[config.mk]
export PLATFORM = sky130hd
export DESIGN_NAME = gate_op_arbiter
export DESIGN_NICKNAME = d
export VERILOG_FILES = /design/src/rtl/gate_pkg.sv /design/src/rtl/gate_unit.sv /design/src/rtl/gate_op_arbiter.sv
export SDC_FILE = /design/constraint.sdc
export NUM_CORES = 1
export LEC_CHECK = 0
export ABC_AREA = 1
export CAP_MARGIN = 20
export CORE_ASPECT_RATIO = 0.9
export CORE_MARGIN = 2
export CORE_UTILIZATION = 55
export DETAILED_ROUTE_END_ITERATION = 6
export DONT_BUFFER_PORTS = 1
export HOLD_SLACK_MARGIN = 0.1
export PLACE_DENSITY = 0.75
export SLEW_MARGIN = 40
export SYNTH_ARGS = -nofsm -noshare
export SYNTH_HDL_FRONTEND = slang
export SYNTH_SLANG_ARGS = --single-unit
[constraint.sdc]
create_clock -name clk -period 3.5 [get_ports clk]
set_input_delay 0.175 -clock clk [delete_from_list [all_inputs] [get_ports clk]]
set_output_delay 0.175 -clock clk [all_outputs]
set_load 0.02 [all_outputs]
[src/rtl/gate_pkg.sv]
// Shared opcode, gate-output index and FSM definitions for the gate arbiter slice.
package gate_pkg;

  typedef logic [2:0] op_t;

  localparam op_t OP_NOT  = 3'd0;
  localparam op_t OP_AND  = 3'd1;
  localparam op_t OP_OR   = 3'd2;
  localparam op_t OP_NAND = 3'd3;
  localparam op_t OP_NOR  = 3'd4;
  localparam op_t OP_XOR  = 3'd5;
  localparam op_t OP_XNOR = 3'd6;
  localparam op_t OP_ILL  = 3'd7;

  localparam int G_NOT     = 0;
  localparam int G_AND     = 1;
  localparam int G_OR      = 2;
  localparam int G_NAND    = 3;
  localparam int G_NOR     = 4;
  localparam int G_XOR     = 5;
  localparam int G_XNOR    = 6;
  localparam int NUM_GATES = 7;

  typedef enum logic [1:0] {
    ST_IDLE = 2'd0,
    ST_EXEC = 2'd1,
    ST_RESP = 2'd2
  } state_t;

endpackage

[src/rtl/gate_unit.sv]
// Combinational bitwise gate bank; every gate result is produced in parallel and
// the caller selects one by output index.
module gate_unit
  import gate_pkg::*;
#(
  parameter int W = 1
) (
  input  logic [W-1:0] a,
  input  logic [W-1:0] b,
  output logic [W-1:0] out [0:NUM_GATES-1]
);

  assign out[G_NOT]  = ~a;
  assign out[G_AND]  = a & b;
  assign out[G_OR]   = a | b;
  assign out[G_NAND] = ~(a & b);
  assign out[G_NOR]  = ~(a | b);
  assign out[G_XOR]  = a ^ b;
  assign out[G_XNOR] = ~(a ^ b);

endmodule

[src/rtl/gate_op_arbiter.sv]
// Round-robin arbiter that time-shares one gate_unit among NREQ requesters and
// returns one registered result at a time over a backpressured response channel.
module gate_op_arbiter
  import gate_pkg::*;
#(
  parameter int NREQ  = 4,
  parameter int W     = 1,
  parameter int CNT_W = 16,
  localparam int ID_W = (NREQ > 1) ? $clog2(NREQ) : 1
) (
  input  logic              clk,
  input  logic              rst_n,
  input  logic [NREQ-1:0]   req_valid,
  input  logic [NREQ*3-1:0] req_op,
  input  logic [NREQ*W-1:0] req_a,
  input  logic [NREQ*W-1:0] req_b,
  output logic [NREQ-1:0]   req_ready,
  output logic              rsp_valid,
  input  logic              rsp_ready,
  output logic [ID_W-1:0]   rsp_id,
  output logic [W-1:0]      rsp_data,
  output logic              rsp_err,
  output logic              busy,
  output logic [CNT_W-1:0]  op_count
);

  // Returns {found, index}: first valid requester scanning up from ptr with wrap.
  function automatic logic [ID_W:0] find_winner(input logic [NREQ-1:0] valid,
                                                input logic [ID_W-1:0] ptr);
    logic [ID_W:0] res;
    int idx;
    res = '0;
    for (int k = NREQ - 1; k >= 0; k--) begin
      idx = (int'(ptr) + k) % NREQ;
      if (valid[idx]) res = {1'b1, ID_W'(idx)};
    end
    return res;
  endfunction

  state_t          state, next_state;
  logic [ID_W-1:0] rr_ptr;
  op_t             lat_op;
  logic [W-1:0]    lat_a, lat_b;
  logic [ID_W:0]   win;
  logic [ID_W-1:0] win_id;
  logic            accept;
  logic [W-1:0]    result;
  logic [W-1:0]    gate_out [0:NUM_GATES-1];

  assign win    = find_winner(req_valid, rr_ptr);
  assign win_id = win[ID_W-1:0];

  gate_unit #(.W(W)) u_gate (
    .a   (lat_a),
    .b   (lat_b),
    .out (gate_out)
  );

  always_comb begin
    next_state = state;
    req_ready  = '0;
    accept     = 1'b0;
    case (state)
      ST_IDLE: begin
        if (win[ID_W]) begin
          req_ready[win_id] = 1'b1;
          accept            = 1'b1;
          next_state        = ST_EXEC;
        end
      end
      ST_EXEC: next_state = ST_RESP;
      ST_RESP: if (rsp_ready) next_state = ST_IDLE;
      default: next_state = ST_IDLE;
    endcase
  end

  always_comb begin
    result = '0;
    case (lat_op)
      OP_NOT:  result = gate_out[G_NOT];
      OP_AND:  result = gate_out[G_AND];
      OP_OR:   result = gate_out[G_OR];
      OP_NAND: result = gate_out[G_NAND];
      OP_NOR:  result = gate_out[G_NOR];
      OP_XOR:  result = gate_out[G_XOR];
      OP_XNOR: result = gate_out[G_XNOR];
      default: result = '0;
    endcase
  end

  // The pointer moves only on response completion so a stalled response keeps priority fixed.
  always_ff @(posedge clk or negedge rst_n) begin
    if (!rst_n) begin
      state    <= ST_IDLE;
      rr_ptr   <= '0;
      lat_op   <= OP_NOT;
      lat_a    <= '0;
      lat_b    <= '0;
      rsp_id   <= '0;
      rsp_data <= '0;
      rsp_err  <= 1'b0;
      op_count <= '0;
    end else begin
      state <= next_state;
      case (state)
        ST_IDLE: begin
          if (accept) begin
            lat_op <= req_op[3*int'(win_id) +: 3];
            lat_a  <= req_a[W*int'(win_id) +: W];
            lat_b  <= req_b[W*int'(win_id) +: W];
            rsp_id <= win_id;
          end
        end
        ST_EXEC: begin
          rsp_data <= result;
          rsp_err  <= (lat_op == OP_ILL);
        end
        ST_RESP: begin
          if (rsp_ready) begin
            rr_ptr   <= (rsp_id == ID_W'(NREQ - 1)) ? '0 : rsp_id + ID_W'(1);
            op_count <= op_count + CNT_W'(1);
          end
        end
        default: ;
      endcase
    end
  end

  assign rsp_valid = (state == ST_RESP);
  assign busy      = (state != ST_IDLE);

endmodule

==> results of run 1 <==
stage by stage:
stage / cells / utilization, % / hold WS (ns) / instance area [um2]
3_3_place_gp: 276 / 59.5 / -0.120 / 1870
3_5_place_dp: 276 / 59.5 / -0.120 / 1870
4_1_cts: 287 / 63.4 / 0.116 / 1990
6_report: 287 / 63.4 / 0.125 / 1990
5_1_grt: 287 / 63.4 / 0.127 / 1990
2_1_floorplan: 237 / - / -0.121 / 1840
area by class of cell:
| type | instances | area [um2] |
|---|---|---|
| fill | 296 | 1150 |
| sequential | 29 | 726 |
| timing repair buffer | 3 | 40.0 |
| clock buffer | 6 | 72.6 |
| tap | 42 | 52.6 |
| multi-input combinational | 165 | 940 |
| clock inverter | 2 | 10.0 |
| inverter | 40 | 150 |
power groups by stage:
stage / Combinational, mW / Clock (mW) / Sequential [mW]
finish: 0.979 / 0.262 / 0.627
global route: 1.11 / 0.289 / 0.644
CTS: 0.986 / 0.272 / 0.630
detailed placement: 0.971 / 0 / 0.636
global placement: 0.955 / 0 / 0.631
floorplan: 0.889 / 0 / 0.583
per-layer routing:
metal / global-route usage [%] / share of wire [%]
met5: 0 / 0
met4: 8.33 / 1.2
met3: 7.27 / 4.9
met2: 29.5 / 46
met1: 23.3 / 47
path summary, 6_finish.rpt:
| kind | start | to | cells past startpoint |
|---|---|---|---|
| worst max-delay path | rr_ptr[0] | req_ready[3] | 8 |
| worst min-delay path | req_op[2] | lat_op[2] | 3 |
| worst max register to register | rr_ptr[0] | lat_op[2] | 10 |
| worst min register to register | lat_op[2] | lat_op[2] | 2 |
| max in group asynchronous | rst_n | rsp_id[0] | 2 |
| min in group asynchronous | rst_n | op_count[6] | 2 |
cells in the final DEF, fill, tap and decap left out:
cell type / count
sky130_fd_sc_hd__nor2_2: 3
sky130_fd_sc_hd__nand4_1: 2
sky130_fd_sc_hd__nand3_4: 2
sky130_fd_sc_hd__nand3_1: 28
sky130_fd_sc_hd__o2111ai_1: 1
sky130_fd_sc_hd__clkinv_2: 2
sky130_fd_sc_hd__a21oi_1: 2
sky130_fd_sc_hd__mux2_2: 1
sky130_fd_sc_hd__o21ai_2: 3
sky130_fd_sc_hd__nand3b_1: 2
sky130_fd_sc_hd__ha_1: 4
sky130_fd_sc_hd__and3_1: 1
sky130_fd_sc_hd__nor2_4: 1
sky130_fd_sc_hd__nand2_1: 62
sky130_fd_sc_hd__o21ai_0: 2
sky130_fd_sc_hd__inv_1: 40
sky130_fd_sc_hd__xor2_1: 7
sky130_fd_sc_hd__o31ai_1: 2
sky130_fd_sc_hd__xnor2_1: 9
sky130_fd_sc_hd__nor2_1: 18
sky130_fd_sc_hd__clkbuf_8: 5
sky130_fd_sc_hd__a21boi_4: 1
sky130_fd_sc_hd__nand2_4: 4
sky130_fd_sc_hd__and2_1: 1
sky130_fd_sc_hd__dfrtp_1: 29
sky130_fd_sc_hd__nand2_2: 4
sky130_fd_sc_hd__clkbuf_1: 1
sky130_fd_sc_hd__buf_12: 1
sky130_fd_sc_hd__or2_1: 4
sky130_fd_sc_hd__a32oi_1: 1
sky130_fd_sc_hd__dlygate4sd3_1: 2
worst max-delay path, delay by kind of cell (launching register included):
family / cells / cell delay (ns)
flops: 1 / 0.69
compound gates: 1 / 0.25
buf+inv: 1 / 0.15
simple gates: 6 / 0.97
flip-flops by register name (all words and copies together), names as in the netlist:
register / count
lat_op: 3
lat_a: 1
rsp_err: 1
rr_ptr: 2
rsp_id: 2
state: 2
rsp_data: 1
op_count: 16
lat_b: 1
timing repair:
item / 4_1_cts / 5_1_grt
gates resized for setup: 0 / 0
buffers inserted: 0 / 0
endpoints found under the hold margin: 31 / 0
hold buffers: 3 / 0
kinds of logic (layout without fill, tap and decap cells):
| kind of cell | Yosys count | count (layout) |
|---|---|---|
| DFF | 29 | 29 |
| and+or+nand+nor | 132 | 132 |
| buffers and inverters | 43 | 51 |
| AOI/OAI and AO/OA | 12 | 12 |
| muxes | 1 | 1 |
| xor gates and xnor gates | 16 | 16 |
| adders and majority gates | 4 | 4 |
==> metrics.md, run 1 <==
| Metric | Value |
|---|---|
| Reg clk slew, reported paths | `0.06 ns` |
| Pre-CTS setup slack | `1.31 ns` |
| Final number of max-transition violations | `0` |
| Antenna-violating nets left | `0` |
| Adder-cell share of the synthesized area | `2.72%` |
| Number of antenna diodes | `0` |
| Std cell rows | `19` |
| Overall die area | `0.00383 mm2` |
| Xor-xnor portion of the synthesized cell area | `7.60%` |
| DP HPWL | `2600 um` |
| Latest clock arrival within the worst-skew pair | `approximately 0.28 ns` |
| Post-layout total power | `1.87 mW` |
| Power share of the sequential group | `33.6%` |
| Result of the run | `finished, final reports clean` |
| Number of endpoints failing setup at the final stage | `0` |
| Main area contributors after synthesis | `sky130_fd_sc_hd__dfrtp_1, sky130_fd_sc_hd__nand2_1, sky130_fd_sc_hd__inv_1, sky130_fd_sc_hd__nand3_1, sky130_fd_sc_hd__xnor2_1` |
| RSZ-0062 raised after global routing | `false` |
| Io pins | `53` |
| Compound-cell area share of the yosys netlist | `5.30%` |
| Cell Int Power | `0.921 mW` |
| Top cell types by occurrence after synthesis | `sky130_fd_sc_hd__nand2_1, sky130_fd_sc_hd__inv_1, sky130_fd_sc_hd__dfrtp_1` |
| CP Capture Type | `output pin` |
| Violation count after the first detailed-routing iteration | `72` |
| Number of global-route vias before repair | `1,249` |
| Share of the cycle needed by the critical path after routing | `71.8%` |
| Flops & latches, synth | `29` |
| Leak Pwr | `1.09 nW` |
| Count of flip-flops with a built-in enable after synthesis | `0` |
| CP Cell Sequence | `o21ai_0 > nand2_1 > nand2_1 > inv_1 > nand3_4 > nand2_4 > nand2_1 > nor2_1` |
| Clock network fraction of total power | `14.0%` |
| Peak supply drop | `570 uV` |
| Prevailing post-synth register cell | `sky130_fd_sc_hd__dfrtp_1` |
| Clock tree from TritonCTS | `built` |
| Initial antenna violation count | `0` |
| Switching part of the total | `50.7%` |
| Pin count of the biggest net entering global routing | `30` |
| Pin slew with the least headroom to its limit | `around 0.55 ns` |
| Multiplexer area fraction after synthesis | `less than 1%` |
| Via count | `1,444` |
| Library cell appearing most often on the critical path | `sky130_fd_sc_hd__nand2_1` |
| Setup WS post-layout | `0.986 ns` |
| Net switching power | `around 0.95 mW` |
| Area added between synthesis and finish | `8.01%` |
| Cell variety after synth | `28` |
| WL/cell | `11.9 um` |
| Worst setup skew after layout | `0.00249 ns` |
| MaxCap Viol Count | `0` |
| Die Wd | `65.0 um` |
| Kind of start point of the critical path | `flop` |
| TritonCTS buffer count | `5` |
| Wire length of the first global-routing pass | `5370 um` |
| CP Data Arrival Time | `2.34 ns` |
| Core outline area | `about 0.0031 mm2` |
| Synth top area share | `39.4%` |
| Number of input and output port buffers inserted | `0` |
| Relative slew slack | `a little over three fifths` |
| Dominant cell type by area after synthesis | `sky130_fd_sc_hd__dfrtp_1` |
| Initial Utilization | `about three fifths` |
| Synthesized area per cell | `7.78 um2` |
| Total Routed Length | `3400 um` |
| Slowest stage cell on the critical path | `sky130_fd_sc_hd__dfrtp_1` |
| Placer's final routability congestion estimate | `between 0.8 and 0.9` |
| Async S/R FF share, synth | `100%` |
| Post-synthesis sequential area ratio | `39.4%` |
| Maximum operating frequency | `around 400 MHz` |
| Net count reported at finish | `275` |
| Class of the most critical setup path | `flop to output pin` |
| Slowest stage delay, CP | `0.69 ns` |
| Worst-path fanout max | `15` |
| Total count of hold-check failures in the final report | `0` |
| Largest buffer count on any clock path | `2` |
| Synthesized-area fraction occupied by and/or/nand/nor cells | `a little over a third` |
| Setup slack, reg-to-reg | `between 1 and 1.5 ns` |
| Post-synthesis cell count | `roughly 240` |
| Post-Syn Nets | `around 270` |
| DRC errors left | `0` |
| Share of post-route cells with drive strength above 1 | `roughly 11%` |
| Pwr/cell area | `938 mW/mm2` |
| Class of the tightest hold or removal check | `input port to flop` |
| Yosys warning count | `0` |
| Combinational share of power | `52.4%` |
| Vertical die dimension | `58.9 um` |
| Min cycle time layout | `2.51 ns` |
| Worst Path Required | `between 3 and 4 ns` |
| Average vias per placed instance | `5.03` |
| Largest family of logic cells by synthesized area | `simple AND/OR/NAND/NOR gates` |
| First-pass iteration count of the detailed router | `4` |
| Htree depth | `2` |
| Sink count of the clock tree | `29` |
| Clock root buffer | `sky130_fd_sc_hd__clkbuf_8` |
| Global routing usage summed across all routing layers | `18.8%` |
| Mapped cell area | `0.00184 mm2` |
| Total congestion overflow | `0` |
| Most frequent cell after synthesis | `sky130_fd_sc_hd__nand2_1` |
| Setup Total Neg Slack | `0 ns` |
(Power assumes the default switching activity.)
==> inputs of run 2 (changes only) <==
clock period = 2.45 ns   (was 3.5 ns; I/O delays follow)
==> metrics.md, run 2 (same netlist as run 1, synthesis figures left out) <==
| Metric | Value |
|---|---|
| Result of the run | `finished, final reports clean` |
| Number of flip-flops in the largest register | `16` |
| Leading cell type in the layout, fill and taps excluded | `sky130_fd_sc_hd__nand2_1` |
| Pin slew with the least headroom to its limit | `0.383 ns` |
| Leak Pwr | `1.11 nW` |
| Share of the cycle needed by the critical path after routing | `a little over 90%` |
| Initial antenna violation count | `0` |
| Register with the most flip-flops | `op_count` |
| Peak supply drop | `707 uV` |
| Top library cells by usage in the layout, fill and taps aside | `sky130_fd_sc_hd__nand2_1, sky130_fd_sc_hd__inv_1, sky130_fd_sc_hd__nand3_1, sky130_fd_sc_hd__dfrtp_1, sky130_fd_sc_hd__nor2_1` |
| First-pass iteration count of the detailed router | `4` |
| MaxCap Viol Count | `0` |
| Std cell rows | `19` |
| Pwr/cell area | `1330 mW/mm2` |
| CP Cell Sequence | `inv_1 > nand2_1 > nand2_1 > inv_1 > nand2_1 > nand2_1 > inv_1 > nand3_4 > nand2_4 > nand2_1 > nor2_1` |
| CP Data Arrival Time | `2.10 ns` |
| Die Wd | `~65 um` |
| Pin count of the biggest net entering global routing | `30` |
| Reg clk slew, reported paths | `~0.06 ns` |
| Wire length of the first global-routing pass | `5750 um` |
| WL/cell | `12.2 um` |
| Library cell appearing most often on the critical path | `sky130_fd_sc_hd__nand2_1` |
| Class of the most critical setup path | `flop to output pin` |
| Largest buffer count on any clock path | `2` |
| Global routing usage summed across all routing layers | `19.6%` |
| Initial Utilization | `58.7%` |
| Count of filler cells inserted in the layout | `285` |
| Number of input and output port buffers inserted | `0` |
| RSZ-0062 raised after global routing | `false` |
| Antenna-violating nets left | `0` |
| Post-layout instance count excluding filler cells | `291` |
| Total Routed Length | `3550 um` |
| Buffers inserted by post-CTS timing repair | `0` |
| Number of instances in the placed design | `277` |
| Latest clock arrival within the worst-skew pair | `0.27 ns` |
| Clock tree from TritonCTS | `built` |
| Post-layout total power | `2.71 mW` |
| TritonCTS buffer count | `5` |
| Placer's final routability congestion estimate | `between 0.8 and 0.9` |
| Setup Total Neg Slack | `0 ns` |
| Relative slew slack | `74.3%` |
| Share of post-route cells with drive strength above 1 | `between 10% and 20%` |
| Violation count after the first detailed-routing iteration | `74` |
| Area added between synthesis and finish | `10.9%` |
| Class of the tightest hold or removal check | `input port to flop` |
| Number of global-route vias before repair | `1,315` |
| Slowest stage delay, CP | `0.52 ns` |
| Via count | `roughly 1,500` |
| Total congestion overflow | `0` |
| Area of all sequential standard cells | `727 um2` |
| Htree depth | `2` |
| Worst slack on hold paths | `0.109 ns` |
| DP HPWL | `2640 um` |
| Total count of hold-check failures in the final report | `0` |
| Number of endpoints failing setup at the final stage | `0` |
| Worst setup skew after layout | `approximately 0.004 ns` |
| Average vias per placed instance | `5.09` |
| Final number of max-transition violations | `0` |
| Sink count of the clock tree | `29` |
| Kind of start point of the critical path | `flop` |
| Overall die area | `between 0.003 and 0.004 mm2` |
| Slowest stage cell on the critical path | `sky130_fd_sc_hd__dfrtp_2` |
| Maximum operating frequency | `450 MHz` |
| Io pins | `53` |
| Core outline area | `~0.0031 mm2` |
| Vertical die dimension | `approximately 60 um` |
| Number of antenna diodes | `0` |
| Net count reported at finish | `280` |
| CP Capture Type | `output pin` |
| Worst Path Required | `between 2 and 2.5 ns` |
| Top flop regs | `op_count x16, lat_op x3` |
| Min cycle time layout | `2.22 ns` |
| Worst-path fanout max | `15` |
| Clock root buffer | `sky130_fd_sc_hd__clkbuf_8` |
| DRC errors left | `0` |
| Area of the multi-input gates | `about 940 um2` |
## run 2: cell types whose count changed in the layout (fill, tap and decap cells not counted), sizes merged
| cell | change |
|---|---|
| dlygate4sd3 | +4 |
| clkinv | -2 |
| clkbuf | +1 |
| buf | +1 |
## run 2: per-layer routing
layer / global-route usage, % / vias up / wire [um]
met5: 0 / - / 0
met4: 7.14 / 0 / 8
met3: 6.12 / 3 / 183
met2: 31.5 / 32 / 1720
met1: 25.2 / 692 / 1640
li1: - / 755 / -
## run 2: per-stage QoR
step / util, % / setup WS (ns) / cell area, um2
floorplan: - / 0.665 / 1840
global placement: 59.8 / 0.379 / 1880
detailed placement: 59.8 / 0.313 / 1880
CTS: 65.1 / 0.0106 / 2040
global route: 65.1 / 0.0280 / 2040
finish: 65.1 / 0.227 / 2040
## run 2: worst paths after layout
check,from,to,slack (ns),depth (start not counted)
max in group asynchronous,rst_n,rr_ptr[0],1.98,2
min,req_op[6],lat_op[0],0.11,3
min reg2reg,lat_op[2],lat_op[2],0.52,2
max,rr_ptr[0],req_ready[1],0.23,11
min in group asynchronous,rst_n,op_count[4],0.31,2
max reg2reg,op_count[0],op_count[14],0.52,8
## run 2: report_power, final
group | switching (mW) | internal [mW] | leakage, nW
registers | 0.267 | 0.628 | 0.375
logic | 0.919 | 0.513 | 0.694
clock network | 0.162 | 0.222 | 0.0443
total | 1.35 | 1.36 | 1.11
## run 2: what timing repair did
action / in CTS / in global routing
endpoints found under the hold margin: 36 / 0
hold buffers: 7 / 0
endpoints found under the setup margin: 0 / 2
gates resized for setup: 0 / 1
## run 2: area by class of cell
cell class / instances / area share [%]
multi-input cells: 165 / 46.0
flip-flops and latches: 29 / 35.6
inverters: 40 / 7.35
repair buffers: 8 / 4.29
clock buffers: 7 / 4.23
well taps: 42 / 2.57
## run 2: worst max-delay path: cells and delay by family (launching register included)
kind | cells | cell delay, ns
flops | 1 | 0.52
simple gates | 8 | 0.99
buf+inv | 3 | 0.32
